<file path="src/rtl/stopwatch_ctrl.sv">
// stopwatch_ctrl: run/pause/clear stopwatch on 1 ms ticks, falling-edge clocked.
// Optional lap-freeze display is enabled by defining STOPWATCH_LAP_FREEZE_EN.
module stopwatch_ctrl #(
    parameter int unsigned MS_MAX  = 999,
    parameter int unsigned SEC_MAX = 59,
    parameter int unsigned MIN_MAX = 99
) (
    input  logic       clk,
    input  logic       rst,
    input  logic       ms_passed,
    input  logic       start_stop,
    input  logic       clear,
    input  logic       lap,
    output logic [9:0] ms_o,
    output logic [5:0] sec_o,
    output logic [6:0] min_o,
    output logic       running,
    output logic       ovf,
    output logic       lap_active
);
    localparam logic [9:0] MS_LIM  = MS_MAX[9:0];
    localparam logic [5:0] SEC_LIM = SEC_MAX[5:0];
    localparam logic [6:0] MIN_LIM = MIN_MAX[6:0];

    typedef enum logic [1:0] {
        S_IDLE  = 2'd0,
        S_RUN   = 2'd1,
        S_PAUSE = 2'd2
    } state_e;

    state_e     state_q, state_d;
    logic [9:0] ms_q, ms_d;
    logic [5:0] sec_q, sec_d;
    logic [6:0] min_q, min_d;
    logic       ovf_q, ovf_d;
    logic       run_q, run_d;
    logic       at_max;

    assign at_max = (ms_q == MS_LIM) && (sec_q == SEC_LIM)
                 && (min_q == MIN_LIM);

    // Next state, live counters and overflow flag
    always_comb begin
        state_d = state_q;
        ms_d    = ms_q;
        sec_d   = sec_q;
        min_d   = min_q;
        ovf_d   = ovf_q;
        unique case (state_q)
            S_RUN: begin
                if (ms_passed) begin
                    if (at_max) begin
                        ovf_d   = 1'b1;
                        state_d = S_PAUSE;
                    end else if (ms_q != MS_LIM) begin
                        ms_d = ms_q + 10'd1;
                    end else begin
                        ms_d = '0;
                        if (sec_q != SEC_LIM) begin
                            sec_d = sec_q + 6'd1;
                        end else begin
                            sec_d = '0;
                            min_d = min_q + 7'd1;
                        end
                    end
                end
                if (start_stop) begin
                    state_d = S_PAUSE;
                end
            end
            S_IDLE, S_PAUSE: begin
                if (clear) begin
                    state_d = S_IDLE;
                    ms_d    = '0;
                    sec_d   = '0;
                    min_d   = '0;
                    ovf_d   = 1'b0;
                end else if (start_stop && !ovf_q) begin
                    state_d = S_RUN;
                end
            end
            default: begin
                state_d = S_IDLE;
            end
        endcase
        run_d = (state_d == S_RUN);
    end

    // State and live counter registers
    always_ff @(negedge clk or posedge rst) begin
        if (rst) begin
            state_q <= S_IDLE;
            ms_q    <= '0;
            sec_q   <= '0;
            min_q   <= '0;
            ovf_q   <= 1'b0;
            run_q   <= 1'b0;
        end else begin
            state_q <= state_d;
            ms_q    <= ms_d;
            sec_q   <= sec_d;
            min_q   <= min_d;
            ovf_q   <= ovf_d;
            run_q   <= run_d;
        end
    end

    assign running = run_q;
    assign ovf     = ovf_q;

`ifdef STOPWATCH_LAP_FREEZE_EN
    logic       lap_q, lap_d;
    logic       cap;
    logic [9:0] dms_q, dms_d;
    logic [5:0] dsec_q, dsec_d;
    logic [6:0] dmin_q, dmin_d;

    // Lap flag and display: capture next live time, hold while frozen
    always_comb begin
        lap_d = lap_q;
        cap   = 1'b0;
        if (state_q == S_RUN) begin
            if (start_stop) begin
                lap_d = 1'b0;
            end else if (lap) begin
                lap_d = 1'b1;
                cap   = 1'b1;
            end
        end else if (clear) begin
            lap_d = 1'b0;
        end
        if (lap_d && !cap) begin
            dms_d  = dms_q;
            dsec_d = dsec_q;
            dmin_d = dmin_q;
        end else begin
            dms_d  = ms_d;
            dsec_d = sec_d;
            dmin_d = min_d;
        end
    end

    // Lap flag and display registers
    always_ff @(negedge clk or posedge rst) begin
        if (rst) begin
            lap_q  <= 1'b0;
            dms_q  <= '0;
            dsec_q <= '0;
            dmin_q <= '0;
        end else begin
            lap_q  <= lap_d;
            dms_q  <= dms_d;
            dsec_q <= dsec_d;
            dmin_q <= dmin_d;
        end
    end

    assign ms_o       = dms_q;
    assign sec_o      = dsec_q;
    assign min_o      = dmin_q;
    assign lap_active = lap_q;
`else
    logic unused_lap;
    assign unused_lap = lap;

    assign ms_o       = ms_q;
    assign sec_o      = sec_q;
    assign min_o      = min_q;
    assign lap_active = 1'b0;
`endif

endmodule

</file>
<file path="config.mk">
export PLATFORM = sky130hd
export DESIGN_NAME = stopwatch_ctrl
export DESIGN_NICKNAME = d
export VERILOG_FILES = /design/src/rtl/stopwatch_ctrl.sv
export SDC_FILE = /design/constraint.sdc
export NUM_CORES = 1
export LEC_CHECK = 0
export ABC_CLOCK_PERIOD_IN_PS = 5100
export CAP_MARGIN = 20
export CORE_ASPECT_RATIO = 0.7
export CORE_UTILIZATION = 29
export DETAILED_ROUTE_END_ITERATION = 16
export PLACE_DENSITY = 0.5
export SLEW_MARGIN = 20
export SYNTH_ARGS = -nofsm -noshare
export SYNTH_HDL_FRONTEND = slang
export SYNTH_SLANG_ARGS = --single-unit
</file>
<file path="constraint.sdc">
create_clock -name clk -period 5.1 [get_ports clk]
set_clock_uncertainty 0.1 [all_clocks]
set_input_delay 0.51 -clock clk [delete_from_list [all_inputs] [get_ports clk]]
set_output_delay 0.51 -clock clk [all_outputs]
set_load 0.005 [all_outputs]
</file>
# Yosys cells after proc, flatten, opt, wreduce, memory -nomap -nowiden
# Index checks and enable logic that the tools add are counted.
# totals
elab_cells,61
reg_bits,27
# classes
n_eq_ne,14
n_reduce_logical,11
addsub,3
mux,27
# op_table
op,n
$mux W10,4
$mux W7,5
$mux W6,5
$pmux W10 S2,1
$pmux W7 S2,1
$ne A2 B2 Y1 const B,6
$pmux W6 S2,1
$add A10 B1 Y10 const B,1
$eq A10 B10 Y1 const B,1
$mux W2,5
$ne A10 B10 Y1 const B,1
$reduce_and A4 Y1,2
$add A7 B1 Y7 const B,1
$eq A7 B7 Y1 const B,1
$add A6 B1 Y6 const B,1
$eq A6 B6 Y1 const B,1
$ne A6 B6 Y1 const B,1
$reduce_and A6 Y1,1
$reduce_and A5 Y1,1
$eq A2 B1 Y1 const B,2
$pmux W2 S2,1
$logic_and A1 B1 Y1,3
$mux W1,3
$eq A2 B2 Y1 const B,1
5 further kinds,5

# Logic depth before layout (Yosys ltp)
# Gate-level depths: netlist (run 1).
# logic_depth
depth_word,8
mapped_depth,8

==> results of run 1 <==
## final cells by class
class / instances / share of cell area, %
tap: 72 / 4.47
clock buffer: 4 / 2.24
sequential: 27 / 33.5
inverter: 3 / 0.559
timing repair buffer: 33 / 15.9
multi-input combinational: 141 / 43.3
## cells in the mapped netlist (2+ instances only)
library cell  instances  area (um^2)
a21oi_1               8         40.0
a31oi_1               2         12.5
a32o_1                2         20.0
and3_1                6         37.5
buf_2                 4         20.0
buf_6                 2         22.5
dfrtn_1              27          676
ha_1                  3         37.5
inv_1                 3         11.3
nand2_1              22         82.6
nand2b_1              3         18.8
nand3_1              10         50.1
nand3b_1              2         15.0
nand4_1               5         31.3
nor2_1               12         45.0
nor2b_1               2         12.5
nor3_1                3         15.0
o21ai_0              10         50.1
o21ai_1              13         65.1
o31ai_1               6         45.0
o41ai_1               4         35.0
or3_1                 6         37.5
or4_1                 2         15.0
## logic make-up after synthesis
kind of cell | Yosys count | synth area share (%)
muxes | 1 | 0.621
other | 1 | 0.233
buffers and inverters | 11 | 4.03
adders and majority gates | 3 | 2.33
AOI/OAI and AO/OA | 54 | 22.2
and+or+nand+nor | 82 | 28.7
DFF | 27 | 41.9
## sequential cells by signal, summed over array words and instances, names as in the netlist
| name | cells |
|---|---|
| min_o | 7 |
| ms_o | 10 |
| ovf | 1 |
| running | 1 |
| sec_o | 6 |
| state_q | 2 |
## metal layers
metal,GRT usage (%),vias to the layer above,wire [um]
met3,3.57,2,207
met1,22.7,723,2240
li1,-,737,-
met2,23.9,45,1890
met4,3.37,0,18
met5,0,-,0
## power by group
group	switching [uW]	internal (uW)
Combinational	56.0	39.6
Sequential	15.0	226
Clock	73.5	56.2
## worst max path at each step
stage / start / to / cells after the start
2_1_floorplan: clear / min_o[6] / 6
3_3_place_gp: clear / min_o[5] / 6
3_5_place_dp: ms_passed / sec_o[5] / 7
4_1_cts: sec_o[2] / sec_o[2] / 1
5_1_grt: ms_passed / sec_o[5] / 7
6_report: sec_o[2] / sec_o[2] / 1
## metrics by stage
stage	utilization [%]	power (uW)	instances	hold slack, ns	area [um^2]
final	38.1	467	280	0.370	2010
after global routing	38.1	492	280	0.403	2010
after CTS	38.1	472	280	0.368	2010
after detailed placement	37.3	342	276	0.363	1970
after global placement	37.3	339	276	0.360	1970
after floorplan	-	302	179	0.342	1610
==> impl_metrics.json, run 1 <==
{
  "cts_hold_buf": 0,
  "netlist_area_um2": 1610,
  "worst_path_largest_cell_delay_ns": 0.61,
  "antenna_found_initial": 0,
  "nNetsFinal": 218,
  "min_to": "ms_o[0]",
  "async_reset_ff_share_pct": 100,
  "r2r_slack_ns": 2.47,
  "root_buffer": "clkbuf_8",
  "cts_tree": "built",
  "synth_nets": 188,
  "first_iter_violations": 90,
  "diodes": 0,
  "setup_tns_ns": 0,
  "synth_top_flop_cell": "dfrtn_1",
  "synth-edff-count": 0,
  "drive_gt1_share_pct": 6.25,
  "fp.dieW_um": 91.1,
  "grt_pass1_vias": 1417,
  "dp_hpwl_mm": 3.14,
  "cts_buffer_depth": 2,
  "dp_slack_ns": 0.197,
  "clkSinkCount": 27,
  "cp-start-kind": "flip-flop",
  "routed_wl_mm": 4.35,
  "yosys_warnings": 0,
  "clkLatencyLatePin_ns": 0.28,
  "ir_worst_vdd_v": 0.000119,
  "postSynthAreaPerCell_um2": 9.01,
  "rr_endpoint": "sec_o[5]",
  "fp.dieArea_um2": 5870,
  "tightestPinTransition_ns": 0.967,
  "rsz0062_at_grt": "no",
  "num_rows": 22,
  "htreeDepth": 1,
  "status": "complete, no violations",
  "first_pass_iters": 4,
  "maxCapViolCount": 0,
  "finalSetupViolCount": 0,
  "p_leak_uw": 0.000793,
  "final_cell_mix": "clkdlybuf4s50_1, dfrtn_1, nand2_1, o21ai_1, nor2_1",
  "critical_path_class": "flip-flop to primary output",
  "grt_usage_pct": 15.7,
  "drt-vias-per-instance": 5.38,
  "seq_area_um2": 676,
  "antenna_left": 0,
  "overflow": 0,
  "grt_max_degree": 28,
  "worstHoldPathCells": 1,
  "ys_types": 45,
  "multi_input_area_um2": 872,
  "grt_pass1_wl_mm": 7.23,
  "via_count": 1507,
  "timing.critical_path.arrival_ns": 4.01,
  "cp.required_ns": 4.49,
  "synth_cells": 179,
  "coreArea_um2": 5290,
  "area_growth_pct": 24.9,
  "route.detailed.drc": 0,
  "portBuffers": 29,
  "place_congestion": 0.755,
  "slew_viol_final": 0,
  "power_density_nw_per_um2": 232,
  "maxSlewHeadroom_pct": 35.1,
  "finalHoldViolations": 0,
  "numCtsBuffers": 3,
  "worstPathMaxFanout": 11,
  "initial_core_util_pct": 30.5,
  "worstRegToRegCells": 6,
  "ys_seq_elements": 27,
  "setup_slack_ns": 0.479,
  "cp_cell_sequence": "clkdlybuf4s50_1",
  "post_cts_resized": 0,
  "io_pins": 32,
  "critPathTopFamily": "flip-flops",
  "die_h_um": 64.4,
  "clk_pin_slew_ns": 0.07,
  "crit_buf_inv": 1,
  "r2r_start": "ms_o[0]",
  "critPathCaptureType": "primary output",
  "post_cts_buffers": 0,
  "final_common_cell": "clkdlybuf4s50_1",
  "nFillCells": 564,
  "yosysSeqAreaShare_pct": 41.9,
  "hold_class": "flip-flop to flip-flop",
  "cp_slowest_cell": "dfrtn_1",
  "min_from": "ms_o[0]",
  "wire_per_inst_um": 15.5
}
Power figures use the tool's default switching activity.
==> run 2, diff against run 1 <==
- ABC_CLOCK_PERIOD_IN_PS: 5100 -> default
==> results of run 2 <==
Final layout, timing and power as in run 1 (identical DEF).
==> run 3, diff against run 2 <==
- TNS_END_PERCENT: default -> 30
==> results of run 3 <==
Final layout, timing and power as in run 1 (identical DEF).
